File: config.mk
export PLATFORM = sky130hd
export DESIGN_NAME = baud_gen_frac
export DESIGN_NICKNAME = d
export VERILOG_FILES = /design/src/rtl/baud_pkg.sv /design/src/rtl/baud_osr_counter.sv /design/src/rtl/baud_gen_frac.sv
export SDC_FILE = /design/constraint.sdc
export NUM_CORES = 1
export LEC_CHECK = 0
export ABC_AREA = 1
export BUFFER_PORTS_ARGS = -buffer_cell sky130_fd_sc_hd__clkbuf_2
export CAP_MARGIN = 20
export CORE_MARGIN = 2
export CORE_UTILIZATION = 27
export DETAILED_ROUTE_END_ITERATION = 10
export GPL_TIMING_DRIVEN = 0
export PLACE_DENSITY = 0.4
export SLEW_MARGIN = 20
export SYNTH_ARGS = -nofsm -noshare
export SYNTH_HDL_FRONTEND = slang
export SYNTH_SLANG_ARGS = --single-unit
File: constraint.sdc
create_clock -name clk_50MHz -period 3.8 [get_ports clk_50MHz]
set_input_delay 0.38 -clock clk_50MHz [delete_from_list [all_inputs] [get_ports clk_50MHz]]
set_output_delay 0.38 -clock clk_50MHz [all_outputs]
set_load 0.03 [all_outputs]
File: src/rtl/baud_pkg.sv
// baud_pkg: shared widths and 50 MHz / 16x divisor presets for the fractional baud generator
package baud_pkg;
  localparam int BAUD_DIV_W = 16;
  localparam int BAUD_FRAC_W = 4;
  localparam int BAUD_OSR = 16;
  localparam int BAUD_9600_DIV = 325;
  localparam int BAUD_9600_FRAC = 8;
  localparam int BAUD_115200_DIV = 27;
  localparam int BAUD_115200_FRAC = 2;
endpackage

File: src/rtl/baud_osr_counter.sv
// baud_osr_counter: tick index within a bit, with bit-boundary and mid-bit strobes
module baud_osr_counter
  import baud_pkg::*;
#(
  parameter int OSR = BAUD_OSR
) (
  input  logic                   clk,
  input  logic                   rst,
  input  logic                   en,
  input  logic                   resync,
  input  logic                   tick,
  output logic [$clog2(OSR)-1:0] osr_cnt,
  output logic                   bit_tick,
  output logic                   mid_tick
);
  localparam int OSR_W = $clog2(OSR);
  logic [OSR_W-1:0] osr_d, osr_q;
  logic adv;
  always_comb begin
    adv = tick && en && !resync;
    osr_d = resync ? '0 : adv ? osr_q + OSR_W'(1) : osr_q;
    bit_tick = adv && osr_q == OSR_W'(OSR - 1);
    mid_tick = adv && osr_q == OSR_W'(OSR / 2 - 1);
  end
  always_ff @(posedge clk) begin
    if (rst) osr_q <= '0;
    else osr_q <= osr_d;
  end
  assign osr_cnt = osr_q;
endmodule

File: src/rtl/baud_gen_frac.sv
// baud_gen_frac: fractional UART baud generator with shadowed divisor and phase resync
module baud_gen_frac
  import baud_pkg::*;
#(
  parameter int DIV_W = BAUD_DIV_W,
  parameter int FRAC_W = BAUD_FRAC_W,
  parameter int OSR = BAUD_OSR,
  parameter int DEF_DIV = BAUD_9600_DIV,
  parameter int DEF_FRAC = BAUD_9600_FRAC
) (
  input  logic                   clk_50MHz,
  input  logic                   reset,
  input  logic                   en,
  input  logic                   resync,
  input  logic                   cfg_we,
  input  logic [DIV_W-1:0]       cfg_div,
  input  logic [FRAC_W-1:0]      cfg_frac,
  output logic                   cfg_pending,
  output logic                   cfg_err,
  output logic                   tick,
  output logic                   bit_tick,
  output logic                   mid_tick,
  output logic [$clog2(OSR)-1:0] osr_cnt
);
  logic [DIV_W:0] cnt_d, cnt_q, last_cnt;
  logic [FRAC_W-1:0] acc_d, acc_q, frac_a_d, frac_a_q, frac_s_d, frac_s_q;
  logic [DIV_W-1:0] div_a_d, div_a_q, div_s_d, div_s_q;
  logic [FRAC_W:0] acc_sum;
  logic extra_d, extra_q, pend_d, pend_q, err_d, err_q, cfg_ok, apply;
  // Period is div_a + extra, so the last count is div_a - 1 unless lengthened.
  always_comb begin
    last_cnt = {1'b0, div_a_q} - (DIV_W + 1)'(!extra_q);
    tick = en && !resync && !reset && cnt_q == last_cnt;
    acc_sum = {1'b0, acc_q} + {1'b0, frac_a_q};
    cfg_ok = cfg_we && cfg_div >= DIV_W'(2);
    apply = pend_q && (tick || resync);
    cnt_d = (resync || tick) ? '0 : en ? cnt_q + (DIV_W + 1)'(1) : cnt_q;
    acc_d = resync ? '0 : tick ? acc_sum[FRAC_W-1:0] : acc_q;
    extra_d = resync ? 1'b0 : tick ? acc_sum[FRAC_W] : extra_q;
    div_a_d = apply ? div_s_q : div_a_q;
    frac_a_d = apply ? frac_s_q : frac_a_q;
    div_s_d = cfg_ok ? cfg_div : div_s_q;
    frac_s_d = cfg_ok ? cfg_frac : frac_s_q;
    pend_d = cfg_ok || (pend_q && !apply);
    err_d = cfg_we && !cfg_ok;
  end
  always_ff @(posedge clk_50MHz) begin
    if (reset) begin
      cnt_q <= '0;
      acc_q <= '0;
      extra_q <= 1'b0;
      div_a_q <= DIV_W'(DEF_DIV);
      frac_a_q <= FRAC_W'(DEF_FRAC);
      div_s_q <= DIV_W'(DEF_DIV);
      frac_s_q <= FRAC_W'(DEF_FRAC);
      pend_q <= 1'b0;
      err_q <= 1'b0;
    end else begin
      cnt_q <= cnt_d;
      acc_q <= acc_d;
      extra_q <= extra_d;
      div_a_q <= div_a_d;
      frac_a_q <= frac_a_d;
      div_s_q <= div_s_d;
      frac_s_q <= frac_s_d;
      pend_q <= pend_d;
      err_q <= err_d;
    end
  end
  assign cfg_pending = pend_q;
  assign cfg_err = err_q;
  baud_osr_counter #(.OSR(OSR)) u_osr (
    .clk(clk_50MHz),
    .rst(reset),
    .en(en),
    .resync(resync),
    .tick(tick),
    .osr_cnt(osr_cnt),
    .bit_tick(bit_tick),
    .mid_tick(mid_tick)
  );
endmodule
# ---- After elaboration in Yosys (flattened, before gate mapping)
# Cells that the tools add are included.
dict set report op_classes {
  n_eq_ne 3
  reduce_logical 20
  add_sub_neg 4
  magnitude_cmp 1
}
# operator n
set op_table {}
lappend op_table {{adder 17 x 1 -> 17 bit (second input constant)} 1}
lappend op_table {{equality test 17 bit} 1}
lappend op_table {{subtractor 16 x 1 -> 17 bit} 1}
lappend op_table {{greater-or-equal comparator 16 x 2 -> 1 bit (second input constant)} 1}
lappend op_table {{logical AND 1 bit} 11}
lappend op_table {{adder 4 x 4 -> 5 bit} 1}
lappend op_table {{zero test 1 bit} 5}
lappend op_table {{adder 4 x 1 -> 4 bit (second input constant)} 1}
lappend op_table {{equality test 4 x 3 -> 1 bit (second input constant)} 1}
lappend op_table {{equality test 4 bit (second input constant)} 1}
lappend op_table {{OR reduction 2 bit} 2}
lappend op_table {{logical OR 1 bit} 2}
dict set report totals {
  in_bits 25
  register_bits 68
  elab_cells 38
  out_inout_bits 9
}

# ---- Longest topological paths before layout
dict set report depth {
  word_depth 9
  depth_mapped 19
}

# ---- Modules after synthesis
# A second synthesis with hierarchy kept.
dict set report hier_totals {
  hier_cells 512
  area_unflattened_um2 3590.9
}
# mod area_each_um2 instances cells_each
set modules_own_cells {}
lappend modules_own_cells {baud_gen_frac 3345.7 1 478}
lappend modules_own_cells {baud_osr_counter 245.2 1 34}

# ---- Worst setup path before layout
# OpenSTA, ideal clock, no wires.
dict set report synth_path {
  kind {flip-flop to output port}
  start {register div_a_q[0]}
  end {output bit_tick}
  required_ps 3420
  setup_slack_ps 1094
  path_buffers 1
  stages_incl_launch_ff 15
  arrival_time_ps 2326
  path_cell_list {dfxtp_1 inv_1 ha_1 ha_1 nand3_4 nor2_4 nand3b_1 nand2_1 inv_1 nor2_1 nand3_1 nor2_1 buf_2 nand3_1 nor2_1}
}
dict set report synth_via {
  elab_chain_len 6
}
# element line
set synth_lines {}
lappend synth_lines {{from (decl)} baud_gen_frac.sv:27} ;# logic [DIV_W-1:0] div_a_d, div_a_q, div_s_d, div_s_q;
lappend synth_lines {{from (signal assigned)} baud_gen_frac.sv:52} ;# div_a_q <= DIV_W'(DEF_DIV);
lappend synth_lines {{from (signal assigned)} baud_gen_frac.sv:62} ;# div_a_q <= div_a_d;
lappend synth_lines {{subtractor 16 x 1 -> 17 bit} baud_gen_frac.sv:32} ;# last_cnt = {1'b0, div_a_q} - (DIV_W + 1)'(!extra_q);
lappend synth_lines {{equality test 17 bit} baud_gen_frac.sv:33} ;# tick = en && !resync && !reset && cnt_q == last_cnt;
lappend synth_lines {{logical AND 1 bit} baud_gen_frac.sv:33}
lappend synth_lines {{named net tick} baud_gen_frac.sv:20} ;# output logic tick,
lappend synth_lines {{logical AND 1 bit (2 in a row)} baud_osr_counter.sv:20} ;# adv = tick && en && !resync;
lappend synth_lines {{logical AND 1 bit} baud_osr_counter.sv:22} ;# bit_tick = adv && osr_q == OSR_W'(OSR - 1);
lappend synth_lines {{to (decl)} baud_gen_frac.sv:21} ;# output logic bit_tick,
# The timed path passes the listed nets, and every way through them passes these cells.

# ---- Worst setup path in the final report
dict set report layout_path {
  start {register extra_q}
  end {output bit_tick}
}
dict set report layout_via {
  elab_chain_len 7
}
# element line
set layout_lines {}
lappend layout_lines {{from (decl)} baud_gen_frac.sv:29} ;# logic extra_d, extra_q, pend_d, pend_q, err_d, err_q, cfg_ok, apply;
lappend layout_lines {{from (signal assigned)} baud_gen_frac.sv:61} ;# extra_q <= extra_d;
lappend layout_lines {{zero test 1 bit} baud_gen_frac.sv:32}
lappend layout_lines {{subtractor 16 x 1 -> 17 bit} baud_gen_frac.sv:32}
lappend layout_lines {{equality test 17 bit} baud_gen_frac.sv:33}
lappend layout_lines {{logical AND 1 bit} baud_gen_frac.sv:33}
lappend layout_lines {{logical AND 1 bit (2 in a row)} baud_osr_counter.sv:20}
lappend layout_lines {{logical AND 1 bit} baud_osr_counter.sv:22}
# No other way between the ends.

==> impl_metrics.toml <==
[status]
outcome = "finished, final reports clean"

[power_and_ir_drop]
powerDensity_mw_per_mm2 = 419
irDropWorstVdd_v = 0.000259
p_seq_share_pct = 41.2
p_sw_uw = 468
power.share.clock_pct = 48.2
p_int_mw = 1.39
p_comb_share_pct = 10.6
p_leak_nw = 2.00
p_sw_share_pct = 25.2

[timing]
fin_crit_sh_pct = 83.9
min_period_ns = 3.19
rsz0062_at_grt = "false"
finalHoldViolCount = 0
tightest_slew_ns = 0.586
setup_violations = 0
maxSlewHeadroom_pct = 60.6
final_max_slew_viol_count = 0
tns_ns = 0
skew_ns = 0.00639
fmaxAchievable_ghz = 0.314

[clock_network]
clock-sinks = 68
post-cts-setup-buffers = 0
htreeDepth = 3
cts_buffers = 9
cts_tree = "yes"
postCtsHoldBufs = 0
clock_latency_ns = 0.34
cts.repair.resized = 0
clockRootBuffer = "clkbuf_16"
clock_path_buffers = 2
clk_pin_slew_worst_paths_ns = 0.06

[synth]
synth-simple-area-share_pct = 35.0
synth_compound_area_share_pct = 8.97
synth_top_family_by_area = "simple AND/OR/NAND/NOR gates"
synth_cells = 556
synth_fp_nets = 590
synthXorXnorAreaFrac_pct = 6.80
avgSynthCellArea_um2 = 6.72
synthDistinctLibCells = 32
synth-seq-cells = 68
synth-seq-area-share_pct = 36.4
ys_warn_count = 0
synth_area_mm2 = 0.00374
synthMuxAreaShare_pct = 0
yosys.area_share.adder_pct = 3.21

[setup_path]
arrival_ns = 2.81
critPathCaptureType = "output port"
crit_path_max_fanout = 10
slowest_delay_ns = 0.29
path_cells = "inv_1 > ha_1 > ha_1 > nand3_4 > nor2_4 > nand2_1 > nand2_1 > nand2_1 > nor2_1 > nand3_1 > nor2_1 > buf_2 > nand3_1 > nor2_1 > clkbuf_2"
cp-start-kind = "flop"
crit_type = "reg -> out"
required_ns = 3.42
slowest_stage = "dfxtp_1"

[cells_and_area]
n_antenna_cell = 0
final_cell_mix = "nand2_1, nor2_1, dfxtp_1"
layout_commonest_cell = "nand2_1"
nets = 634
areaGrowthSynthToFinish_pct = 18.8
nFillCells = 1537
finish.utilization_pct = 33.1
layoutNonFillerInstCount = 781
drive_gt1_share_pct = 11.9

[placed_design]
dp_cells = 765
portBuffers = 33
gp_congestion = 0.758
hpwl_mm = 7.44

[detailed_routing]
drt_iter0_markers = 134
dr.pass1.iters = 4
route.detailed.drc = 0
wl_per_cell_um = 12.0
wirelength_mm = 9.40
vias = 3376
avgViaCountPerCell = 4.32
antenna_left = 0

[global_routing]
grt_max_degree = 13
antenna_found_initial = 0
grt_first_pass_wirelength_mm = 16.0
grt_pass1_vias = 3264
grt_usage_pct = 14.1
grt_overflow = 0

[flow_run]
cap_violations = 0

[min_path]
worst_hold_path_type = "in -> reg"

[floorplan]
start_util_pct = 27.9
dieArea_mm2 = 0.0148
ios = 34
core-area_mm2 = 0.0134
die_x_um = 122
die_y_um = 122
num_rows = 42
-- metal layers --
layer	share of wire (%)	track usage, %
met4	1.7	4.89
met1	50	17.7
met5	0	0
met3	3.6	4.40
met2	45	23.0
-- final timing paths --
kind	from	end	slack, ns	cells after the start
max	extra_q$_SDFFE_PP0P_	bit_tick	0.61	15
max reg2reg	extra_q$_SDFFE_PP0P_	cnt_q[4]$_SDFFE_PP0P_	1.31	15
min	cfg_frac[3]	frac_s_q[3]$_SDFFE_PP1P_	0.24	3
min reg2reg	div_s_q[11]$_SDFFE_PP0P_	div_s_q[11]$_SDFFE_PP0P_	0.45	2
-- kinds of logic (layout without fill, tap and decap cells) --
| group | Yosys count | count (layout) |
|---|---|---|
| xor gates and xnor gates | 29 | 29 |
| adders and majority gates | 9 | 9 |
| AOI/OAI and AO/OA | 67 | 67 |
| buffers and inverters | 86 | 135 |
| and+or+nand+nor | 297 | 297 |
| DFF | 68 | 68 |
-- cell type report --
type | count | area, um2 | area share (%)
well taps | 176 | 220 | 4.96
flip-flops and latches | 68 | 1360 | 30.7
clock buffers | 10 | 229 | 5.16
repair buffers | 33 | 165 | 3.72
plain buffers | 18 | 103 | 2.31
multi-input cells | 402 | 2020 | 45.4
clock inverters | 6 | 88.8 | 2.00
inverters | 68 | 255 | 5.75
-- through the flow --
step,power (mW),cell area [um2],setup WS [ns],hold WS [ns]
after floorplan,0.920,3740,1.09,0.429
after global placement,0.980,4120,0.951,0.448
after detailed placement,0.981,4120,0.892,0.451
after CTS,1.89,4440,0.523,0.226
after global routing,1.96,4440,0.255,0.227
final,1.86,4440,0.612,0.237
-- Yosys cell counts, drive strengths merged --
master  count  area (um2)
nor2       82         333
xnor2      15         131
or2         3        18.8
nand4       8        50.1
nand3      50         268
xor2       14         123
fa          1        20.0
clkinv      3        11.3
buf         7        61.3
dfxtp      68        1360
nand3b      4        30.0
ha          8         100
nor3        3        15.0
clkbuf     11        41.3
a21oi      42         210
nand2     142         562
nor3b       1        7.51
inv        65         244
o21ai      25         125
nor4        4        25.0
-- power by group through the flow --
| stage | registers, mW | logic, mW | clock network (mW) |
|---|---|---|---|
| 5_1_grt | 0.771 | 0.230 | 0.959 |
| 3_3_place_gp | 0.782 | 0.198 | 0 |
| 4_1_cts | 0.767 | 0.200 | 0.927 |
| 2_1_floorplan | 0.776 | 0.145 | 0 |
| 3_5_place_dp | 0.782 | 0.199 | 0 |
| 6_report | 0.767 | 0.196 | 0.896 |
-- worst max-delay path: cells and delay by family, from the launching register on --
family                     cells  cell delay [ns]
adders and majority gates      2             0.45
buffers and inverters          3             0.57
DFF                            1             0.29
and+or+nand+nor               10             1.16
-- state kept, by name (all words and copies together) (netlist names) --
name           flops
acc_q              4
cfg_err            1
cfg_pending        1
cnt_q             17
div_a_q           16
div_s_q           16
extra_q            1
frac_a_q           4
frac_s_q           4
u_osr.osr_cnt      4
(Power assumes the default switching activity.)
